<file path="src/rtl/rgbw_spi_pkg.sv">
// Shared definitions for the RGBW lamp SPI link: master FSM states and the
// byte positions inside a lamp command frame.
package rgbw_spi_pkg;

  typedef enum logic [2:0] {
    StIdle,
    StLead,
    StShift,
    StNext,
    StTrail,
    StGap
  } spi_state_e;

  // Byte positions within a lamp command frame, shared with receiver and dispenser.
  localparam int unsigned MODE      = 0;
  localparam int unsigned LINT      = 1;
  localparam int unsigned COLOR_IDX = 2;
  localparam int unsigned WHITE     = 3;
  localparam int unsigned RED       = 4;
  localparam int unsigned GREEN     = 5;
  localparam int unsigned BLUE      = 6;
  localparam int unsigned FRAME_LEN = 7;

endpackage

</file>
<file path="src/rtl/spi_clk_gen.sv">
// Half-period timer for the SPI master: ticks every CLK_DIV enabled cycles and
// toggles sck on each tick while sck_en is high.
module spi_clk_gen #(
  parameter int unsigned CLK_DIV = 4
) (
  input  logic clk,
  input  logic rst_n,
  input  logic en,
  input  logic sck_en,
  output logic tick,
  output logic rise,
  output logic fall,
  output logic sck
);

  logic [7:0] cnt_q, cnt_d;
  logic       sck_q, sck_d;

  assign tick = en && (cnt_q == 8'(CLK_DIV - 1));
  assign rise = tick && sck_en && !sck_q;
  assign fall = tick && sck_en && sck_q;
  assign sck  = sck_q;

  always_comb begin
    cnt_d = '0;
    if (en && !tick) cnt_d = cnt_q + 8'd1;
    sck_d = 1'b0;
    if (sck_en) sck_d = tick ? !sck_q : sck_q;
  end

  always_ff @(posedge clk or negedge rst_n) begin
    if (!rst_n) begin
      cnt_q <= '0;
      sck_q <= 1'b0;
    end else begin
      cnt_q <= cnt_d;
      sck_q <= sck_d;
    end
  end

endmodule

</file>
<file path="src/rtl/rgbw_spi_master.sv">
// SPI mode-0 master for RGBW lamp frames: double-buffered byte stream in,
// MSB-first sck/mosi with cs framing and a minimum inter-frame gap out.
module rgbw_spi_master #(
  parameter int unsigned CLK_DIV = 4,
  parameter int unsigned CS_GAP  = 8
) (
  input  logic       clk,
  input  logic       rst_n,
  input  logic [7:0] tx_data,
  input  logic       tx_valid,
  input  logic       tx_last,
  output logic       tx_ready,
  output logic       sck,
  output logic       mosi,
  output logic       cs,
  output logic       busy,
  output logic       frame_done,
  output logic [3:0] byte_cnt
);
  import rgbw_spi_pkg::*;

  spi_state_e state_q, state_d;
  logic [7:0] hold_q, hold_d, shift_q, shift_d, gap_q, gap_d;
  logic       hold_last_q, hold_last_d, hold_full_q, hold_full_d;
  logic       shift_last_q, shift_last_d;
  logic [3:0] bit_cnt_q, bit_cnt_d, byte_cnt_q, byte_cnt_d;
  logic       cs_q, cs_d, mosi_q, mosi_d, frame_done_q, frame_done_d;
  logic       accept, load, clk_en, sck_en, tick, rise, fall;

  spi_clk_gen #(
    .CLK_DIV(CLK_DIV)
  ) u_clk_gen (
    .clk   (clk),
    .rst_n (rst_n),
    .en    (clk_en),
    .sck_en(sck_en),
    .tick  (tick),
    .rise  (rise),
    .fall  (fall),
    .sck   (sck)
  );

  always_comb begin
    accept       = tx_valid && !hold_full_q;
    state_d      = state_q;
    hold_d       = accept ? tx_data : hold_q;
    hold_last_d  = accept ? tx_last : hold_last_q;
    hold_full_d  = hold_full_q | accept;
    shift_d      = shift_q;
    shift_last_d = shift_last_q;
    bit_cnt_d    = bit_cnt_q;
    byte_cnt_d   = byte_cnt_q;
    gap_d        = '0;
    cs_d         = cs_q;
    mosi_d       = mosi_q;
    frame_done_d = 1'b0;
    clk_en       = 1'b0;
    sck_en       = 1'b0;
    load         = 1'b0;

    unique case (state_q)
      StIdle: begin
        if (hold_full_q) begin
          load       = 1'b1;
          cs_d       = 1'b0;
          byte_cnt_d = '0;
          state_d    = StLead;
        end
      end
      StLead: begin
        clk_en = 1'b1;
        if (tick) state_d = StShift;
      end
      StShift: begin
        clk_en = 1'b1;
        sck_en = 1'b1;
        if (rise) bit_cnt_d = bit_cnt_q + 4'd1;
        if (fall) begin
          shift_d = {shift_q[6:0], 1'b0};
          mosi_d  = shift_q[6];
          // Falling edge after the 8th rise closes the byte.
          if (bit_cnt_q == 4'd8) begin
            byte_cnt_d = (byte_cnt_q == 4'hF) ? byte_cnt_q : byte_cnt_q + 4'd1;
            if (shift_last_q)     state_d = StTrail;
            else if (hold_full_q) load = 1'b1;
            else                  state_d = StNext;
          end
        end
      end
      StNext: begin
        if (hold_full_q) begin
          load    = 1'b1;
          state_d = StShift;
        end
      end
      StTrail: begin
        clk_en = 1'b1;
        if (tick) begin
          cs_d         = 1'b1;
          frame_done_d = 1'b1;
          state_d      = StGap;
        end
      end
      StGap: begin
        if (gap_q == 8'(CS_GAP - 1)) state_d = StIdle;
        else                         gap_d = gap_q + 8'd1;
      end
      default: state_d = StIdle;
    endcase

    // Hold -> shift transfer; the next accept can only land a cycle later.
    if (load) begin
      shift_d      = hold_q;
      shift_last_d = hold_last_q;
      hold_full_d  = 1'b0;
      mosi_d       = hold_q[7];
      bit_cnt_d    = '0;
    end
  end

  always_ff @(posedge clk or negedge rst_n) begin
    if (!rst_n) begin
      state_q      <= StIdle;
      hold_q       <= '0;
      hold_last_q  <= 1'b0;
      hold_full_q  <= 1'b0;
      shift_q      <= '0;
      shift_last_q <= 1'b0;
      bit_cnt_q    <= '0;
      byte_cnt_q   <= '0;
      gap_q        <= '0;
      cs_q         <= 1'b1;
      mosi_q       <= 1'b0;
      frame_done_q <= 1'b0;
    end else begin
      state_q      <= state_d;
      hold_q       <= hold_d;
      hold_last_q  <= hold_last_d;
      hold_full_q  <= hold_full_d;
      shift_q      <= shift_d;
      shift_last_q <= shift_last_d;
      bit_cnt_q    <= bit_cnt_d;
      byte_cnt_q   <= byte_cnt_d;
      gap_q        <= gap_d;
      cs_q         <= cs_d;
      mosi_q       <= mosi_d;
      frame_done_q <= frame_done_d;
    end
  end

  assign tx_ready   = !hold_full_q;
  assign cs         = cs_q;
  assign mosi       = mosi_q;
  assign busy       = (state_q != StIdle);
  assign frame_done = frame_done_q;
  assign byte_cnt   = byte_cnt_q;

endmodule

</file>
<file path="config.mk">
export PLATFORM = sky130hd
export DESIGN_NAME = rgbw_spi_master
export DESIGN_NICKNAME = d
export VERILOG_FILES = /design/src/rtl/rgbw_spi_pkg.sv /design/src/rtl/spi_clk_gen.sv /design/src/rtl/rgbw_spi_master.sv
export SDC_FILE = /design/constraint.sdc
export NUM_CORES = 1
export LEC_CHECK = 0
export ABC_AREA = 1
export CAP_MARGIN = 20
export CELL_PAD_IN_SITES_DETAIL_PLACEMENT = 1
export CELL_PAD_IN_SITES_GLOBAL_PLACEMENT = 1
export CORE_MARGIN = 2
export CORE_UTILIZATION = 39
export CTS_CLUSTER_DIAMETER = 40
export DETAILED_ROUTE_END_ITERATION = 7
export PLACE_DENSITY = 0.81
export RECOVER_POWER = 50
export SYNTH_ARGS = -nofsm -noshare
export SYNTH_HDL_FRONTEND = slang
export SYNTH_SLANG_ARGS = --single-unit
export TNS_END_PERCENT = 20
</file>
<file path="constraint.sdc">
create_clock -name clk -period 1.5 [get_ports clk]
set_input_delay 0.3 -clock clk [delete_from_list [all_inputs] [get_ports clk]]
set_output_delay 0.3 -clock clk [all_outputs]
set_load 0.02 [all_outputs]
</file>
After elaboration in Yosys (flattened, before gate mapping) --
Index checks and enable logic that the tools add are counted. Widths: inputs -> output; s select.
Word-level totals: register bits 49, bits of input ports 12, output and inout port bits 10, word-level logic and storage cells 103
Cells by class: $add $sub $neg 4, equal/unequal tests 19, muxes and demuxes 42, bitwise gates (word level) 1, reduce and logical (&&, ||, !) cells 23
Operators by type and width (number):
- $mux 4 | 7
- $mux 3 | 9
- $mux 8 | 3
- $mux 7 | 3
- $pmux 3 s6 | 1
- $add 8x1->8 const B | 2
- $mux 1 | 16
- $ne 2x2->1 const B | 7
- $reduce_bool 2->1 | 5
- $add 4x1->4 const B | 2
- $eq 4x4->1 const B | 2
- $eq 8x2->1 const B | 1
- $eq 8x3->1 const B | 1
- $pmux 4 s2 | 1
- $reduce_and 8->1 | 1
- $eq 3x2->1 const B | 2
- $eq 3x3->1 const B | 2
- $logic_and 1x1->1 | 6
- $reduce_and 5->1 | 1
- $ne 2x1->1 const B | 2
- $pmux 1 s2 | 2
- $reduce_and 2->1 | 2
- $eq 3x1->1 const B | 1
- $logic_not 1->1 | 3
- 7 further kinds | 7

Depth between registers and ports, before layout --
Gate-level depths: netlist of run 1.
depth after elaboration 10, mapped depth 11, gate-level depth less buffers 10

Cells and area by module --
Synthesis of run 1 repeated with hierarchy kept, for this count alone.
Second synthesis, totals: cells, all modules 298, area total of the unflattened synthesis 2585.0 µm²
Modules (own cells, without submodules):
- rgbw_spi_master | times used 1, cells each 227, area an instance 2067.0 µm², sequential area each 1002.2 µm²
- spi_clk_gen | times used 1, cells each 71, area an instance 518.0 µm², sequential area each 225.2 µm²

Worst setup path before layout of run 1 --
OpenSTA, ideal clock, no wires.
kind register -> register, from register bit_cnt_q[0], to register mosi_q (netlist: mosi), library setup time 0.117 ns, data arrival time 1.394 ns, data required time 1.383 ns, path slack -0.012 ns, stages on the path, launching flop included 11, buffers on the path 1, clock period less this slack 1.512 ns, path through dfrtp_1 -> inv_1 -> ha_1 -> nand2_1 -> nor2_1 -> nand3_1 -> o21bai_4 -> buf_6 -> nand2_1 -> nand2_1 -> nand2_1
Between the ends: cells in the longest elaborated chain, start to end 6, elaborated cells between the ends (all ways) 8, classes of those cells 1 x eq/ne; 4 x mux; 3 x reduce/logical
Ends and longest elaborated chain:
- from (decl) | RTL line rgbw_spi_master.sv:26 | logic [3:0] bit_cnt_q, bit_cnt_d, byte_cnt_q, byte_cnt_d;
- from (signal assigned) | RTL line rgbw_spi_master.sv:142 | bit_cnt_q <= bit_cnt_d;
- $eq 4x4->1 (*) | RTL line rgbw_spi_master.sv:82 | if (bit_cnt_q == 4'd8) begin
- $mux 1 (*) | RTL line rgbw_spi_master.sv:82
- $mux 1 (*) | RTL line rgbw_spi_master.sv:78 | if (fall) begin
- $pmux 1 s2 (*) | RTL line rgbw_spi_master.sv:61 | unique case (state_q)
- $reduce_bool 2->1 (no source line)
- $reduce_and 2->1 (no source line)
- to (signal assigned) | RTL line rgbw_spi_master.sv:146 | mosi_q <= mosi_d;
- to (decl) | RTL line rgbw_spi_master.sv:27 | logic cs_q, cs_d, mosi_q, mosi_d, frame_done_q, frame_done_d;
Mark *: on every way between the ends. The rest lies on a longest branch, timed or not. A chain may end at the register's enable or synchronous reset.

Final worst setup path of run 1 --
from register u_clk_gen.cnt_q[0], to register shift_q[6]
Between the ends: cells in the longest elaborated chain, start to end 8, elaborated cells between the ends (all ways) 10, classes of those cells 1 x eq/ne; 3 x mux; 6 x reduce/logical
Ends and longest elaborated chain:
- from (decl) | RTL line spi_clk_gen.sv:16 | logic [7:0] cnt_q, cnt_d;
- from (signal assigned) | RTL line spi_clk_gen.sv:36 | cnt_q <= cnt_d;
- $eq 8x2->1 (*) | RTL line spi_clk_gen.sv:19 | assign tick = en && (cnt_q == 8'(CLK_DIV - 1));
- $logic_and 1x1->1 (*) | RTL line spi_clk_gen.sv:19
- $logic_and 1x1->1 (*) (2 in series) | RTL line spi_clk_gen.sv:21 | assign fall = tick && sck_en && sck_q;
- $mux 1 | RTL line rgbw_spi_master.sv:78
- $pmux 1 s2 | RTL line rgbw_spi_master.sv:61
- $reduce_bool 2->1 (no source line)
- $reduce_and 2->1 (no source line)
- to (signal assigned) | RTL line rgbw_spi_master.sv:140 | shift_q <= shift_d;
- to (decl) | RTL line rgbw_spi_master.sv:23 | logic [7:0] hold_q, hold_d, shift_q, shift_d, gap_q, gap_d;
Marked as above.

==> results.ini, run 1 <==
[status]
status = finished with violations
violations = setup timing

[floorplanning]
core_sq_um = 6350
die_h_microns = 84.8
fp.dieArea_sq_um = 7200
io_pins = 22
rows = 29
die_w_microns = 84.8
initial_core_util_pct = 40.1

[synth]
synth_cell_types = 31
synth_cells = 306
yosys_register_bits = 49
synth-edff-count = 0
yosysWarnings = 0
synth.avg_cell_area_sq_um = 8.33
synth_nets = 323
async_reset_ff_share_pct = 100
synth_top_cell_area_share_pct = 47.1
yosysTopAreaCell = dfrtp_1
synth_area_sq_um = 2550
synthFlopType = dfrtp_1
ys_seq_area_share_pct = 48.2
synth_area_leaders = dfrtp_1, nand2_1, nand3_1

[setup_path]
endpoint_kind = register
r2r-end = shift_q[6]
path_class = reg -> reg
worstReg2RegStart = u_clk_gen.cnt_q[0]
rr_worst_depth = 8
required_ns = 1.69
crit_path_max_fanout = 8
arrival_ns = 1.87
startpoint_type = register
rrSetupSlack_ns = -0.18

[detailed_routing]
vias = 2400
routedWlPerCell_microns = 17.1
drt-total-wl_microns = 7820
final_antenna_net_count = 0
viasPerCell = 5.26
firstDrtPassIters = 4
route.detailed.drc = 0
drtIter0Drc = 120

[power_and_ir_drop]
p_int_mw = 3.39
powerDensity_nw_per_um2 = 1700
finalPower_mw = 5.98
power_frac_clock_pct = 13.7
p_seq_share_pct = 32.2
swShare_pct = 43.4
combPwrFrac_pct = 54.2
leakagePower_nw = 1.64
peakVddDrop_uv = 1170
netSwitchingPower_mw = 2.59

[finish]
regArea_sq_um = 1230
final_util_pct = 55.3
multi_input_comb_area_sq_um = 1370
layout-area-overhead-vs-synth_pct = 37.8
fin_nets = 396
fillers = 734
final_layout_size_suffix_gt1_share_pct = 33.5
n_antenna_cell = 0

[place]
gp_congestion = 0.802
hpwl_microns = 4660
port_buffers = 21

[clocking]
cts_tree = done
root_buffer = clkbuf_8
path_clk_slew_ns = 0.10
clock_latency_ns = 0.31
cts_sinks = 49
cts_buffers = 5
cts_htree_levels = 2
clock_path_buffers = 2

[sta]
slew_viol_final = 0
worst_pin_slew_ns = 0.697
finalSetupViolations = 29
worst_slack_ns = -0.176
layout_min_cycle_time_ns = 1.68
max_slew_margin_pct = 53.6
fin_crit_sh_pct = 112
hold-worst-slack_ns = 0.483
fmax_mhz = 597
grt_setup_unrepaired = yes
hold_viol = 0
finClkSkew_ns = 0.0147

[worst_hold_path]
hold_start = gap_q[0]
holdCritPathClass = reg -> reg
whs_endpoint = gap_q[0]
min_path_cells = 1

[global_routing]
grt_pass1_vias = 2397
antenna_found_initial = 0
grt_max_degree = 50
gr-total-overflow = 0
grt_pass1_wl_microns = 11100
track_usage_pct = 19.2

[run]
timing.max_cap.violations = 0

==> placed cells by master (no fill, tap or decap), types with 2 or more instances in the layout <==
cell type,count
nand2_1,56
dfrtp_1,46
buf_4,40
inv_1,30
nor2_1,27
nand3_1,26
nand4_1,14
a21oi_1,13
nand2_2,11
clkdlybuf4s50_1,10
nor2_2,9
nor2_4,8
dlygate4sd2_1,7
buf_6,7
nand3_4,6
clkbuf_8,6
o21ai_0,5
o21ai_1,5
inv_2,4
nand2_4,4
nand3_2,4
xor2_1,3
nor3b_1,3
o21ai_2,3
nor3b_2,3
ha_1,3
nor3_2,2
or2_2,2
mux2_2,2
a21oi_2,2
ha_4,2
clkbuf_2,2
dfrtp_2,2
==> worst max-delay path by stage <==
stage,startpoint,to,slack [ns],cells past startpoint
2_1_floorplan,bit_cnt_q[0],mosi,0.02,10
3_3_place_gp,u_clk_gen.cnt_q[0],u_clk_gen.cnt_q[4],-0.06,8
3_5_place_dp,u_clk_gen.cnt_q[0],u_clk_gen.cnt_q[4],-0.15,8
4_1_cts,state_q[0],busy,-0.09,3
5_1_grt,state_q[2],shift_q[6],-0.22,9
6_report,u_clk_gen.cnt_q[0],shift_q[6],-0.18,8
==> kinds of logic after synthesis <==
logic type,after synthesis,share of synthesized area [%]
compound gates,29,6.38
xor+xnor,3,1.03
fa+ha+maj,5,2.45
buf+inv,41,7.31
flops,49,48.2
mux,2,0.884
simple gates,177,33.8
==> power groups by stage <==
stage	clock (mW)	combinational [mW]	sequential, mW
CTS	0.833	2.59	1.88
detailed placement	0	2.54	1.90
floorplan	0	1.54	1.93
global placement	0	2.42	1.88
global route	0.890	3.52	1.97
finish	0.817	3.24	1.92
==> routing by layer <==
metal	global-route usage, %	vias to the layer above	wire [microns]
met5	0	-	0
met2	33.5	52	4080
li1	-	1145	-
met3	3.99	10	287
met1	24.7	1193	3340
met4	4.62	0	114
==> worst max-delay path: stages (launching register included) <==
cell and delay [ns]:
dfrtp_1 0.45, ha_4 0.20, nand2_2 0.07, nor2_2 0.11
nand2_2 0.12, nor2_4 0.20, nand3_4 0.15, nand4_1 0.16
nand2_1 0.08
==> cell type report <==
type                    count  share of cell area [%]
multi-input cells         217                    39.0
clock buffers               6                    2.35
clock inverters             1                   0.214
well taps                  77                    2.74
flip-flops and latches     49                    35.0
repair buffers             70                    16.6
inverters                  36                    4.06
==> cells in the mapped netlist (2+ instances only) <==
cell / instances
nor2_4: 3
or2_2: 2
a21oi_1: 15
nor3b_1: 6
nand3_4: 2
dfrtp_1: 48
buf_6: 3
nand4_1: 14
nor2_1: 39
xor2_1: 3
nand3_2: 3
mux2_2: 2
nor2_2: 2
o21ai_1: 5
inv_1: 34
nand2_1: 69
ha_1: 5
nand3_1: 30
o21ai_0: 7
nor3_1: 3
==> flip-flops by register name, summed over array words and instances (netlist names), 3 cells and up <==
register,count
gap_q,8
hold_q,8
u_clk_gen.cnt_q,8
shift_q,7
bit_cnt_q,4
byte_cnt,4
state_q,3
==> repair_timing <==
action / 4_1_cts / 5_1_grt
gates resized for setup: 28 / 59
hold buffers: 1 / 0
hold endpoints to repair: 48 / 0
gates cloned: 0 / 1
buffers inserted: 1 / 7
pin swaps: 7 / 23
setup endpoints to repair: 39 / 36
==> metrics by stage <==
| step | TNS, ns | setup slack (ns) | cell area (sq um) | instances |
|---|---|---|---|---|
| finish | -2.68 | -0.176 | 3510 | 456 |
| global route | -4.44 | -0.216 | 3510 | 456 |
| CTS | -0.692 | -0.0863 | 3280 | 448 |
| detailed placement | -2.39 | -0.145 | 3120 | 439 |
| global placement | -0.605 | -0.0612 | 3120 | 439 |
| floorplan | 0 | 0.0209 | 2550 | 306 |
No activity file was read; power rests on OpenSTA's default activity.
==> run 2: changes to the inputs <==
--- a/config.mk
+++ b/config.mk
@@ -6,13 +6,15 @@
 export NUM_CORES = 1
 export LEC_CHECK = 0
 export ABC_AREA = 1
+export ABC_CLOCK_PERIOD_IN_PS = 1500
 export CAP_MARGIN = 20
 export CELL_PAD_IN_SITES_DETAIL_PLACEMENT = 1
 export CELL_PAD_IN_SITES_GLOBAL_PLACEMENT = 1
 export CORE_MARGIN = 2
 export CORE_UTILIZATION = 39
-export CTS_CLUSTER_DIAMETER = 40
+export CTS_CLUSTER_DIAMETER = 200
 export DETAILED_ROUTE_END_ITERATION = 7
+export GPL_TIMING_DRIVEN = 0
 export PLACE_DENSITY = 0.81
 export RECOVER_POWER = 50
 export SYNTH_ARGS = -nofsm -noshare
==> results.ini, run 2 (same netlist as run 1, synthesis figures left out) <==
[finish]
layout-area-overhead-vs-synth_pct = 36.0
top_regs = gap_q x8, hold_q x8, u_clk_gen.cnt_q x8
final_cell_mix = nand2_1, dfrtp_1, buf_4
fin_nets = 392
n_antenna_cell = 0
final_common_cell = nand2_1
final_util_pct = 54.6
finalNonFillerCells = 453
fin_area_sq_um = 3470
final_layout_size_suffix_gt1_share_pct = 31.6

[detailed_routing]
route.detailed.drc = 0
drt-total-wl_microns = 8170
final_antenna_net_count = 0
vias = 2418
firstDrtPassIters = 4
viasPerCell = 5.34
routedWlPerCell_microns = 18.0
drtIter0Drc = 80

[run]
timing.max_cap.violations = 0

[place]
placed_area_sq_um = 2870
dp.cells = 405
hpwl_microns = 4190
port_buffers = 21
gp_congestion = 0.762

[sta]
worst_slack_ns = -0.289
fin_crit_sh_pct = 119
layout_min_cycle_time_ns = 1.79
fmax_mhz = 559
finClkSkew_ns = 0.0131
grt_setup_unrepaired = yes
worst_pin_slew_ns = 0.482
hold_viol = 0
max_slew_margin_pct = 67.9
slew_viol_final = 0
finalSetupViolations = 28

[setup_path]
crit_end = u_clk_gen.cnt_q[7]
startpoint_type = register
timing.critical_path.from = u_clk_gen.cnt_q[0]
worstReg2RegStart = u_clk_gen.cnt_q[0]
rrSetupSlack_ns = -0.29
rr_worst_depth = 7
r2r-end = u_clk_gen.cnt_q[7]
required_ns = 1.70
endpoint_kind = register
crit_path_max_fanout = 3
path_class = reg -> reg
arrival_ns = 1.99

[floorplanning]
initial_core_util_pct = 40.1
fp.dieArea_sq_um = 7200
core_sq_um = 6350
io_pins = 22
rows = 29
die_w_microns = 84.8
die_h_microns = 84.8

[power_and_ir_drop]
p_seq_share_pct = 35.0
netSwitchingPower_mw = 2.45
swShare_pct = 43.8
powerDensity_nw_per_um2 = 1610
leakagePower_nw = 1.62
power_frac_clock_pct = 14.6
p_int_mw = 3.14
peakVddDrop_uv = 819
combPwrFrac_pct = 50.4

[clocking]
cts_sinks = 49
root_buffer = clkbuf_8
cts_buffers = 5
cts_tree = done
path_clk_slew_ns = 0.10
clock_path_buffers = 2
clock_latency_ns = 0.33
cts_htree_levels = 2

[global_routing]
grt_pass1_wl_microns = 12500
track_usage_pct = 22.0
gr-total-overflow = 0
grt_pass1_vias = 2550
grt_max_degree = 34
antenna_found_initial = 0

[worst_hold_path]
holdCritPathClass = in -> async

[status]
status = finished with violations
violations = setup timing

==> run 2: cell types whose count changed in the layout (fill, tap and decap cells not counted), moves of 4 or more <==
| cell | previous run | this run |
|---|---|---|
| nor2_4 | 8 | 12 |
| nor2_2 | 9 | 4 |
| inv_2 | 4 | 8 |
| buf_4 | 40 | 35 |
| nand2_2 | 11 | 7 |
==> run 2: stage by stage <==
stage | setup TNS, ns | setup slack [ns] | hold WS [ns] | power [mW]
4_1_cts | -0.585 | -0.0843 | 0.476 | 5.23
2_1_floorplan | 0 | 0.0209 | 0.00441 | 3.46
5_1_grt | -4.84 | -0.341 | 0.485 | 5.98
3_5_place_dp | -3.53 | -0.223 | 0.272 | 4.08
3_3_place_gp | -71.03 | -1.41 | 0.452 | 3.99
6_report | -2.77 | -0.289 | 0.448 | 5.59
==> run 2: power groups by stage <==
stage	registers, mW	clock network [mW]	logic, mW
final	1.96	0.814	2.82
after global routing	2.00	0.874	3.11
after CTS	1.94	0.810	2.48
after detailed placement	1.94	0	2.15
after global placement	1.93	0	2.06
after floorplan	1.93	0	1.54
==> run 2: layout make-up <==
| type | count | area (sq um) |
|---|---|---|
| Tap cell | 77 | 96.3 |
| Timing Repair Buffer | 62 | 514 |
| Clock buffer | 7 | 76.3 |
| Sequential cell | 49 | 1230 |
| Multi-Input combinational cell | 216 | 1350 |
| Clock inverter | 1 | 7.51 |
| Fill cell | 740 | 2880 |
| Inverter | 36 | 143 |
| Buffer | 5 | 50.0 |
==> run 2: worst max-delay path, cell delays in order, from the launching register on <==
cell     delay, ns
dfrtp_1       0.41
buf_4         0.13
nand3_1       0.20
nor2_4        0.22
nand3_1       0.16
nor2_1        0.23
xor2_1        0.23
nor2_1        0.08
==> run 2: timing repair <==
action / 4_1_cts / 5_1_grt
resized for setup: 58 / 26
endpoints found under the hold margin: 15 / 0
buffers inserted: 26 / 11
cloned: 2 / 0
endpoints found under the setup margin: 39 / 33
pin swaps: 20 / 21
hold buffers: 1 / 0
==> run 2: worst min path at each step <==
stage	startpoint	to	slack, ns	cells after the start
CTS	rst_n	u_clk_gen.cnt_q[4]	0.48	2
finish	rst_n	u_clk_gen.cnt_q[6]	0.45	2
global placement	gap_q[0]	gap_q[0]	0.45	1
global route	rst_n	u_clk_gen.cnt_q[4]	0.48	2
detailed placement	rst_n	frame_done	0.27	1
floorplan	rst_n	bit_cnt_q[0]	0.004	0
==> run 2: metal layers <==
layer  vias to the layer above  share of wire [%]  track usage, %
met4                         0                4.1            8.51
met1                      1210                 42            26.9
met5                         -                  0               0
met2                        45                 51            38.9
met3                        22                3.0            3.89
li1                       1141                  -               -
==> run 3: changes to the inputs <==
--- a/config.mk
+++ b/config.mk
@@ -10,13 +10,15 @@
 export CAP_MARGIN = 20
 export CELL_PAD_IN_SITES_DETAIL_PLACEMENT = 1
 export CELL_PAD_IN_SITES_GLOBAL_PLACEMENT = 1
+export CORE_ASPECT_RATIO = 1.25
 export CORE_MARGIN = 2
 export CORE_UTILIZATION = 39
 export CTS_CLUSTER_DIAMETER = 200
 export DETAILED_ROUTE_END_ITERATION = 7
-export GPL_TIMING_DRIVEN = 0
+export GPL_TIMING_DRIVEN = 1
 export PLACE_DENSITY = 0.81
 export RECOVER_POWER = 50
+export SKIP_CTS_REPAIR_TIMING = 1
 export SYNTH_ARGS = -nofsm -noshare
 export SYNTH_HDL_FRONTEND = slang
 export SYNTH_SLANG_ARGS = --single-unit
==> results.ini, run 3 (same netlist as run 1, synthesis figures left out) <==
[detailed_routing]
drtIter0Drc = 95
routedWlPerCell_microns = 15.1
drt-total-wl_microns = 6890
final_antenna_net_count = 0
vias = 2360
route.detailed.drc = 0
firstDrtPassIters = 4
viasPerCell = 5.18

[floorplanning]
die_w_microns = 76.3
io_pins = 22
initial_core_util_pct = 40.8
die_h_microns = 94.4
fp.dieArea_sq_um = 7200
rows = 32
core_sq_um = 6250

[run]
timing.max_cap.violations = 0

[setup_path]
rr_worst_depth = 10
required_ns = 1.71
rrSetupSlack_ns = -0.14
arrival_ns = 1.85
max_stage_delay_ns = 0.41
crit_end = shift_q[1]
timing.critical_path.from = bit_cnt_q[0]
path_cells = inv_2 > ha_2 > nand2_2 > nor2_4 > nand3_2 > o21bai_4 > buf_12 > nand2_4 > nand2_4 > nand2_2
endpoint_kind = register
r2r-end = shift_q[1]
startpoint_type = register
cpMaxStageDelayCell = dfrtp_1
crit_path_max_fanout = 8
worstReg2RegStart = bit_cnt_q[0]
path_class = reg -> reg

[sta]
finClkSkew_ns = 0.00693
worst_slack_ns = -0.140
worst_pin_slew_ns = 0.494
slew_viol_final = 0
finalSetupViolations = 29
hold_viol = 0
layout_min_cycle_time_ns = 1.64
max_slew_margin_pct = 67.0
fmax_mhz = 610
hold-worst-slack_ns = 0.461
grt_setup_unrepaired = yes
fin_crit_sh_pct = 109

[finish]
n_antenna_cell = 0
multi_input_comb_area_sq_um = 1280
final_common_cell = nand2_1
regArea_sq_um = 1230
final_util_pct = 54.8
final_layout_size_suffix_gt1_share_pct = 27.0
fillers = 778
fin_nets = 387
finalNonFillerCells = 456
final_cell_mix = nand2_1, dfrtp_1, buf_4
top_regs = gap_q x8, hold_q x8, u_clk_gen.cnt_q x8
layout-area-overhead-vs-synth_pct = 34.3

[global_routing]
use_met2_pct = 34.2
track_usage_pct = 18.4
grt_max_degree = 32
grt_pass1_wl_microns = 10600
grt_pass1_vias = 2380
antenna_found_initial = 0
met1_usage_pct = 21.3
met3_usage_pct = 2.49
busiest_layer = met2
gr-total-overflow = 0

[status]
status = finished with violations
violations = setup timing

[place]
hpwl_microns = 4640
gp_congestion = 0.819
port_buffers = 21
dp.cells = 439

[clocking]
cts_htree_levels = 2
clock_latency_ns = 0.31
clock_path_buffers = 2
path_clk_slew_ns = 0.09
cts_sinks = 49
cts_tree = done
root_buffer = clkbuf_8
cts_buffers = 5

[power_and_ir_drop]
peakVddDrop_uv = 1130
powerDensity_nw_per_um2 = 1660
leakagePower_nw = 1.76

[worst_hold_path]
holdCritPathClass = reg -> reg

[run 3: how the worst min path moves through the flow]
stage | from | endpoint | slack (ns) | depth (start not counted)
after CTS | rst_n | frame_done | -0.07 | 1
after floorplan | rst_n | bit_cnt_q[0] | 0.004 | 0
after global routing | gap_q[0] | gap_q[0] | 0.50 | 1
after global placement | rst_n | frame_done | 0.28 | 1
final | gap_q[0] | gap_q[0] | 0.46 | 1
after detailed placement | rst_n | frame_done | 0.28 | 1
[run 3: metrics by stage]
step / total power, mW / area (sq um) / setup TNS, ns / setup slack [ns]
after floorplan: 3.46 / 2550 / 0 / 0.0209
after global placement: 4.23 / 3080 / -0.795 / -0.0782
after detailed placement: 4.37 / 3080 / -2.74 / -0.160
after CTS: 5.40 / 3200 / -5.16 / -0.329
after global routing: 6.10 / 3420 / -4.74 / -0.226
final: 5.69 / 3420 / -2.13 / -0.140
[run 3: cell type report]
cell class | instances | share of cell area (%)
tap | 85 | 3.11
clock inverter | 2 | 1.10
inverter | 36 | 4.09
timing repair buffer | 61 | 15.9
multi-input combinational | 217 | 37.5
clock buffer | 6 | 2.41
sequential | 49 | 35.9
[run 3: where the power goes]
part           internal, mW  leakage [nW]  switching [mW]  total, mW
clock                 0.542        0.0574           0.463       1.01
combinational          1.12          1.07            1.67       2.79
sequential             1.68         0.624           0.207       1.89
[run 3: layer usage]
| layer | vias up | wire length [microns] |
|---|---|---|
| met5 | - | 0 |
| met4 | 0 | 183 |
| met3 | 16 | 156 |
| met2 | 46 | 3760 |
| met1 | 1169 | 2790 |
| li1 | 1129 | - |
[run 3: critical path: cells and delay by family (launching register included)]
kind / cells / cell delay, ns
buffers and inverters: 2 / 0.23
AND/OR/NAND/NOR: 6 / 0.51
AO/OA/AOI/OAI: 1 / 0.21
flip-flops: 1 / 0.41
adder cells (fa/ha/maj): 1 / 0.17
